--- config.mk ---
export PLATFORM = sky130hd
export DESIGN_NAME = rr_burst_scheduler
export DESIGN_NICKNAME = d
export VERILOG_FILES = /design/src/rtl/rr_sched_pkg.sv /design/src/rtl/rr_pick.sv /design/src/rtl/rr_burst_scheduler.sv
export SDC_FILE = /design/constraint.sdc
export NUM_CORES = 1
export LEC_CHECK = 0
export ABC_AREA = 1
export CORE_MARGIN = 3
export CORE_UTILIZATION = 45
export CTS_BUF_LIST = sky130_fd_sc_hd__clkbuf_8 sky130_fd_sc_hd__clkbuf_16
export DETAILED_ROUTE_END_ITERATION = 6
export MAX_ROUTING_LAYER = met4
export PLACE_DENSITY = 0.82
export SYNTH_ARGS = -nofsm -noshare
export SYNTH_HDL_FRONTEND = slang
export SYNTH_HIERARCHICAL = 1
export SYNTH_SLANG_ARGS = --single-unit
--- constraint.sdc ---
create_clock -name clk -period 2.39 [get_ports clk]
set_clock_uncertainty 0.05 [all_clocks]
set_input_delay 0.717 -clock clk [delete_from_list [all_inputs] [get_ports clk]]
set_output_delay 0.717 -clock clk [all_outputs]
set_load 0.05 [all_outputs]
--- src/rtl/rr_sched_pkg.sv ---
// rtl/rr_sched_pkg.sv - shared types and default widths for the round-robin burst scheduler
package rr_sched_pkg;

    typedef enum logic {
        IDLE = 1'b0,
        HOLD = 1'b1
    } sched_state_t;

    localparam int NUM_REQ_DEF  = 4;
    localparam int MAX_HOLD_DEF = 8;
    localparam int ID_W         = $clog2(NUM_REQ_DEF);
    localparam int CNT_W        = $clog2(MAX_HOLD_DEF);

endpackage

--- src/rtl/rr_pick.sv ---
// rtl/rr_pick.sv - masked/unmasked lowest-bit picker used for round-robin selection
module rr_pick
    import rr_sched_pkg::*;
#(
    parameter int N     = NUM_REQ_DEF,
    parameter int IDX_W = (N == NUM_REQ_DEF) ? ID_W : $clog2(N)
) (
    input  logic [N-1:0]     i_req,
    input  logic [N-1:0]     i_mask,
    output logic [N-1:0]     o_onehot,
    output logic [IDX_W-1:0] o_idx,
    output logic             o_any
);

    logic [N-1:0]     w_masked;
    logic [IDX_W-1:0] w_m_idx;
    logic [IDX_W-1:0] w_r_idx;
    logic             w_m_any;
    logic             w_r_any;

    assign w_masked = i_req & i_mask;

    // Scan high to low so the last hit is the lowest set bit.
    always_comb begin
        w_m_idx = '0;
        w_r_idx = '0;
        w_m_any = 1'b0;
        w_r_any = 1'b0;
        for (int i = N - 1; i >= 0; i--) begin
            if (w_masked[i]) begin
                w_m_idx = IDX_W'(i);
                w_m_any = 1'b1;
            end
            if (i_req[i]) begin
                w_r_idx = IDX_W'(i);
                w_r_any = 1'b1;
            end
        end
    end

    assign o_any    = w_r_any;
    assign o_idx    = w_m_any ? w_m_idx : w_r_idx;
    assign o_onehot = w_r_any ? (N'(1) << o_idx) : '0;

endmodule

--- src/rtl/rr_burst_scheduler.sv ---
// rtl/rr_burst_scheduler.sv - round-robin burst owner of a single-ported shared resource
module rr_burst_scheduler
    import rr_sched_pkg::*;
#(
    parameter int NUM_REQ  = NUM_REQ_DEF,
    parameter int MAX_HOLD = MAX_HOLD_DEF
) (
    input  logic                       clk,
    input  logic                       rst,
    input  logic [NUM_REQ-1:0]         req,
    input  logic                       done,
    output logic [NUM_REQ-1:0]         grant,
    output logic [$clog2(NUM_REQ)-1:0] grant_id,
    output logic                       busy,
    output logic                       timeout,
    output logic [$clog2(NUM_REQ)-1:0] timeout_id
);

    localparam int SEL_W = (NUM_REQ == NUM_REQ_DEF) ? ID_W : $clog2(NUM_REQ);
    localparam int HC_W  = (MAX_HOLD == MAX_HOLD_DEF) ? CNT_W : $clog2(MAX_HOLD);
    localparam logic [HC_W-1:0] HC_LAST = HC_W'(MAX_HOLD - 1);

    sched_state_t     r_state;
    logic [NUM_REQ-1:0] r_grant;
    logic [SEL_W-1:0] r_grant_id;
    logic [HC_W-1:0]  r_hold_cnt;
    logic [NUM_REQ-1:0] r_mask;
    logic             r_timeout;
    logic [SEL_W-1:0] r_timeout_id;

    sched_state_t     w_state_nxt;
    logic [NUM_REQ-1:0] w_grant_nxt;
    logic [SEL_W-1:0] w_id_nxt;
    logic [HC_W-1:0]  w_cnt_nxt;
    logic [NUM_REQ-1:0] w_mask_nxt;
    logic             w_to_nxt;
    logic [SEL_W-1:0] w_to_id_nxt;

    logic             w_own_req;
    logic             w_last;
    logic             w_release;
    logic             w_forced;
    logic [NUM_REQ-1:0] w_upper;
    logic [NUM_REQ-1:0] w_pick_mask;
    logic [NUM_REQ-1:0] w_onehot;
    logic [SEL_W-1:0] w_idx;
    logic             w_any;

    assign w_own_req = req[r_grant_id];
    assign w_last    = (r_hold_cnt == HC_LAST);
    assign w_release = (r_state == HOLD) && (done || !w_own_req || w_last);
    assign w_forced  = (r_state == HOLD) && w_last && !done && w_own_req;

    always_comb begin
        w_upper = '0;
        for (int i = 0; i < NUM_REQ; i++) begin
            w_upper[i] = (i > int'(r_grant_id));
        end
    end

    // The freshly released owner drops to lowest priority for this same-cycle pick.
    assign w_pick_mask = w_release ? w_upper : r_mask;

    rr_pick #(
        .N     (NUM_REQ),
        .IDX_W (SEL_W)
    ) u_pick (
        .i_req    (req),
        .i_mask   (w_pick_mask),
        .o_onehot (w_onehot),
        .o_idx    (w_idx),
        .o_any    (w_any)
    );

    always_comb begin
        w_state_nxt = r_state;
        w_grant_nxt = r_grant;
        w_id_nxt    = r_grant_id;
        w_cnt_nxt   = r_hold_cnt;
        w_mask_nxt  = r_mask;
        w_to_nxt    = 1'b0;
        w_to_id_nxt = '0;
        case (r_state)
            IDLE: begin
                if (w_any) begin
                    w_state_nxt = HOLD;
                    w_grant_nxt = w_onehot;
                    w_id_nxt    = w_idx;
                    w_cnt_nxt   = '0;
                end
            end
            HOLD: begin
                if (w_release) begin
                    w_mask_nxt  = w_upper;
                    w_to_nxt    = w_forced;
                    w_to_id_nxt = w_forced ? r_grant_id : '0;
                    w_cnt_nxt   = '0;
                    if (w_any) begin
                        w_grant_nxt = w_onehot;
                        w_id_nxt    = w_idx;
                    end else begin
                        w_state_nxt = IDLE;
                        w_grant_nxt = '0;
                    end
                end else begin
                    w_cnt_nxt = r_hold_cnt + 1'b1;
                end
            end
            default: begin
                w_state_nxt = IDLE;
                w_grant_nxt = '0;
            end
        endcase
    end

    always_ff @(posedge clk or posedge rst) begin
        if (rst) begin
            r_state      <= IDLE;
            r_grant      <= '0;
            r_grant_id   <= '0;
            r_hold_cnt   <= '0;
            r_mask       <= '1;
            r_timeout    <= 1'b0;
            r_timeout_id <= '0;
        end else begin
            r_state      <= w_state_nxt;
            r_grant      <= w_grant_nxt;
            r_grant_id   <= w_id_nxt;
            r_hold_cnt   <= w_cnt_nxt;
            r_mask       <= w_mask_nxt;
            r_timeout    <= w_to_nxt;
            r_timeout_id <= w_to_id_nxt;
        end
    end

    assign grant      = r_grant;
    assign grant_id   = r_grant_id;
    assign busy       = |r_grant;
    assign timeout    = r_timeout;
    assign timeout_id = r_timeout_id;

endmodule

## After elaboration in Yosys (flattened, before gate mapping)

Index checks and enable logic that the tools add are counted.

- $add $sub $neg: 1
- Order comparisons: 4
- Equality and inequality tests: 3
- Shift operators: 1
- Muxes and demuxes: 38
- Bitwise operators: 2
- Reductions and logical operators: 10

Operators with widths:

| operator | count |
|---|---|
| $mux W2 | 14 |
| $mux W4 | 4 |
| $mux W1 | 13 |
| $pmux W4 S2 | 1 |
| $mux W3 | 2 |
| $pmux W3 S2 | 1 |
| $and A4 B4 Y4 | 1 |
| $gt A2 B2 Y1 const A | 2 |
| $logic_and A1 B1 Y1 | 4 |
| $ne A2 B1 Y1 const B | 2 |
| $pmux W2 S2 | 1 |
| $reduce_or A4 Y1 | 1 |
| $shl A1 B2 Y4 const A | 1 |
| $add A3 B1 Y3 const B | 1 |
| $eq A3 B3 Y1 const B | 1 |
| $lt A2 B3 Y1 const B | 1 |
| $bmux W1 S2 | 1 |
| $gt A1 B2 Y1 const A | 1 |
| $logic_not A1 Y1 | 2 |
| $logic_or A1 B1 Y1 | 2 |
| $pmux W1 S2 | 1 |
| $reduce_and A2 Y1 | 1 |
| $not A1 Y1 | 1 |

- Flip-flop bits (word level): 17
- Bits of input ports: 7
- Output and inout bits: 10
- Word-level logic and storage cells: 66

## Logic depth before layout (Yosys ltp)

- Word-level depth: 17
- Depth in mapped cells: 19
- Depth with buffers taken out: 19

## Modules after synthesis

The synthesis kept the hierarchy.

Modules (own cells, without submodules):

| module | times used | cells an instance | area each (um^2) | sequential area each (um^2) |
|---|---|---|---|---|
| rr_burst_scheduler | 1 | 100 | 840.8 | 430.4 |
| rr_pick | 1 | 33 | 150.1 | 0.0 |

## Least setup slack after synthesis

No wires, ideal clock.

- Path type: register to output
- From: reg r_grant[3] (netlist: grant[3])
- To: out busy
- Arrival: 1.385 ns
- Setup slack: 0.238 ns
- Cell stages (with the launch flop): 2
- Buffers on the path: 0
- Path through: dfrtp_1 or4_1

- Longest elaborated chain between the ends: 1

RTL lines:

| what | RTL line | text |
|---|---|---|
| from (decl) | rr_burst_scheduler.sv:24 | `logic [NUM_REQ-1:0] r_grant;` |
| from (signal assigned) | rr_burst_scheduler.sv:127 | `r_grant <= w_grant_nxt;` |
| $reduce_or A4 Y1 | rr_burst_scheduler.sv:138 | `assign busy = \|r_grant;` |
| to (decl) | rr_burst_scheduler.sv:14 | `output logic busy,` |

No other way between the ends.

## Final worst setup path

- From: in req[3]
- To: reg r_grant[0] (netlist: grant[0])

RTL lines:

| what | RTL line | text |
|---|---|---|
| from (decl) | rr_burst_scheduler.sv:10 | `input logic [NUM_REQ-1:0] req,` |
| $bmux W1 S2 (*) | rr_burst_scheduler.sv:49 | `assign w_own_req = req[r_grant_id];` |
| $mux W1 (not written as such) (*) | rr_burst_scheduler.sv:49 |  |
| $logic_not A1 Y1 (*) | rr_burst_scheduler.sv:51 | `assign w_release = (r_state == HOLD) && (done \|\| !w_own_req \|\| w_last);` |
| $logic_or A1 B1 Y1 (*) (2 in a row) | rr_burst_scheduler.sv:51 |  |
| $logic_and A1 B1 Y1 (*) | rr_burst_scheduler.sv:51 |  |
| $mux W4 (*) | - |  |
| named net w_pick_mask[2] | rr_burst_scheduler.sv:44 | `logic [NUM_REQ-1:0] w_pick_mask;` |
| $and A4 B4 Y4 (*) | rr_pick.sv:21 | `assign w_masked = i_req & i_mask;` |
| $mux W2 / $mux W1 (equally long branches) (3 in a row) | rr_pick.sv:30 | `if (w_masked[i]) begin` |
| $mux W2 (*) | rr_pick.sv:42 | `assign o_idx = w_m_any ? w_m_idx : w_r_idx;` |
| $shl A1 B2 Y4 (*) | rr_pick.sv:43 | `assign o_onehot = w_r_any ? (N'(1) << o_idx) : '0;` |
| named net w_onehot[0] | rr_burst_scheduler.sv:45 | `logic [NUM_REQ-1:0] w_onehot;` |
| $mux W4 | rr_burst_scheduler.sv:98 | `if (w_any) begin` |
| $mux W4 | rr_burst_scheduler.sv:93 | `if (w_release) begin` |
| $pmux W4 S2 (*) | rr_burst_scheduler.sv:83 | `case (r_state)` |

The timed path passes the listed nets; every way through them passes the cells marked *. The select of a mux whose other input is x is not followed.
A chain may end at the register's enable or synchronous reset.

==> results.sh <==
export IMPL_synth_common_cells="nand2_1 (50), inv_1 (19), dfrtp_1 (13), nand3_1 (13), nand2_2 (8)"
export IMPL_synthArstFlopShare_pct=100.0
export IMPL_use_met2_pct=33.68
export IMPL_tightestPinTransition_ns=0.6411
export IMPL_max_freq_ghz=0.4437
export IMPL_use_met3_pct=3.944
export IMPL_ys_warn_count=6
export IMPL_crit_path_start_kind="input pin"
export IMPL_synth_seq_area_share_pct=43.43
export IMPL_grt_max_degree=18
export IMPL_crit_arrival_ns=2.34
export IMPL_hold_viol=0
export IMPL_yosysMostFrequentCell="nand2_1"
export IMPL_fin_crit_sh_pct=94.29
export IMPL_drt_initial_drc_count=22
export IMPL_worst_path_buf_inv=2
export IMPL_finalWirelength_um=2364
export IMPL_coreArea_mm2=0.002022
export IMPL_synth_edf_count=0
export IMPL_cp_max_fo=6
export IMPL_critPathRequiredTime_ns=2.48
export IMPL_avgRoutedWirePerCell_um=12.25
export IMPL_end_kind="flop"
export IMPL_gp_congestion=0.8126
export IMPL_port_buffers=16
export IMPL_htree_levels=1
export IMPL_gr_usage_all_layers_pct=20.00
export IMPL_finalCriticalPeriod_ns=2.254
export IMPL_relSlewSlack_pct=57.21
export IMPL_die_y_um=52.93
export IMPL_area_growth_pct=36.11
export IMPL_critPathTopFamily="simple AND/OR/NAND/NOR gates"
export IMPL_p_total_mw=1.614
export IMPL_cpPeakStageDelay_ns=0.23
export IMPL_synthTopCellsByArea="dfrtp_1 (33%), nand2_1 (19%), dfstp_2 (11%)"
export IMPL_power_density_mw_per_mm2=1197
export IMPL_final_area_mm2=0.001349
export IMPL_syn_avg_cell_area_um2=7.451
export IMPL_final_cells=193
export IMPL_yosys_area_top_type="dfrtp_1"
export IMPL_cts_buffers_inserted=3
export IMPL_synthCells=133
export IMPL_place_hpwl_um=1686
export IMPL_grt_use_met1_pct=22.99
export IMPL_maxCapViolCount=0
export IMPL_ys_flop_type="dfrtp_1"
export IMPL_place_inst=184
export IMPL_grt_pass1_wl_um=3933
export IMPL_antenna_found_initial=0
export IMPL_yosysUniqueCellTypes=20
export IMPL_drive_above_1_share_pct=30.72
export IMPL_criticalPathCategory="in2reg"
export IMPL_route_detailed_drc=0
export IMPL_diodes=0
export IMPL_rows=16
export IMPL_initial_core_util_pct=49.01
export IMPL_cp_common_cell="nand2_1"
export IMPL_hp_class="reg2reg"
export IMPL_num_vias=936
export IMPL_clkLatencyLatePin_ns=0.25
export IMPL_clock_path_buffers=2
export IMPL_final_max_slew_violation_count=0
export IMPL_vias_per_cell=4.850
export IMPL_cts_root_buf="clkbuf_8"
export IMPL_busiest_layer="met2"
export IMPL_numClockSinks=17
export IMPL_crit_chain="dlygate4sd2_1 > nand2_1 > nand3_1 > nand2_2 > nor2_4 > nand2_4 > nand2_4 > nand2_2 > nand2_1 > nand2_1 > nand2_2 > inv_1 > nand2_1 > nand2_2 > nand2_1 > nor2_1 > nand3_1 > nand2_1"
export IMPL_yosysTopAreaCellShare_pct=32.83
export IMPL_syn_nets=142
export IMPL_outcome="complete, no violations"
export IMPL_ys_ff_latch=17
export IMPL_nets=176
export IMPL_die_w_um=52.93
export IMPL_cts_tree="built"
export IMPL_holdWs_ns=0.4223
export IMPL_grt_pass1_vias=940
export IMPL_leakage_nw=0.7570
export IMPL_clk_pin_slew_ns=0.07
export IMPL_peakVddDrop_v=0.0009020
export IMPL_synth_area_um2=991.0
export IMPL_grt_overflow=0
export IMPL_io_pins=17
export IMPL_slowest_stage="dlygate4sd2_1"
export IMPL_setup_viol=0
export IMPL_dr_pass1_iters=4
export IMPL_placed_cell_area_mm2=0.001234
export IMPL_die_area_mm2=0.002801
export IMPL_postRouteAntennaNets=0
-- power breakdown --
| part | internal [mW] | total, mW | switching, mW |
|---|---|---|---|
| Combinational | 0.348 | 0.934 | 0.585 |
| Clock | 0.116 | 0.213 | 0.0973 |
| Sequential | 0.384 | 0.468 | 0.0832 |
-- worst register-to-register path, stage by stage (launching register included) --
cell     delay [ns]
dfrtp_1        0.48
inv_2          0.14
nand2_1        0.06
nand3_1        0.10
nand2_2        0.08
nor2_4         0.13
nand2_4        0.10
nand2_4        0.08
nand2_2        0.06
nand2_1        0.06
nand2_1        0.08
nand2_2        0.10
inv_1          0.04
nand2_1        0.07
nand2_2        0.10
nand2_1        0.08
nor2_1         0.04
nand3_1        0.08
nand2_1        0.07
-- state kept, by name (all words and copies together), names as in the netlist --
register / cells
grant: 4
r_mask: 4
r_hold_cnt: 3
grant_id: 2
timeout_id: 2
r_state: 1
timeout: 1
-- final timing paths --
kind,startpoint,endpoint,slack [ns],cells past startpoint
hold reg to reg,r_mask[3],r_mask[3],0.42,2
hold / removal,r_mask[3],r_mask[3],0.42,2
min in group asynchronous,rst,grant_id[1],0.81,2
setup reg to reg,grant_id[0],grant[0],0.27,18
max in group asynchronous,rst,r_state,1.07,2
setup / recovery,req[3],grant[0],0.14,18
-- layout make-up --
type,count,area (um^2)
clock buffer,3,41.29
tap,27,33.78
fill,177,673.1
clock inverter,1,5.005
inverter,21,78.83
timing repair buffer,32,267.8
sequential,17,430.4
multi-input combinational,92,491.7
-- metrics by stage --
stage               util, %  TNS [ns]  setup slack (ns)
floorplan                 -         0            0.2375
global route          66.71  -0.02125          -0.01372
finish                66.71         0            0.1364
global placement      61.01    -1.043           -0.2171
CTS                   65.59         0            0.1577
detailed placement    61.01    -1.423           -0.2786
-- layer usage --
| layer | wire (um) | vias up |
|---|---|---|
| met3 | 79 | 4 |
| met5 | 0 | - |
| li1 | - | 470 |
| met2 | 1241 | 20 |
| met1 | 1017 | 442 |
| met4 | 25 | 0 |
-- logic make-up after synthesis --
logic type	synth area share, %
flip-flops	43.43
AND/OR/NAND/NOR	38.01
adder cells (fa/ha/maj)	2.525
AO/OA/AOI/OAI	5.429
buffers and inverters	10.61
-- cells in the final DEF (no fill, tap or decap), types with 4 or more instances in the layout --
cell / n
nor2_1: 6
clkdlybuf4s50_1: 9
nand2_1: 46
nand2_2: 10
buf_4: 19
dfrtp_1: 13
dlygate4sd2_1: 4
inv_1: 19
dfstp_2: 4
nand3_1: 12
-- timing repair --
| action | CTS | global route |
|---|---|---|
| gates resized for setup | 9 | 6 |
| hold endpoints to repair | 0 | 0 |
| pin swaps | 10 | 2 |
| setup buffers | 5 | 0 |
| hold buffers | 0 | 0 |
| endpoints found under the setup margin | 3 | 6 |
(Power assumes the default switching activity.)
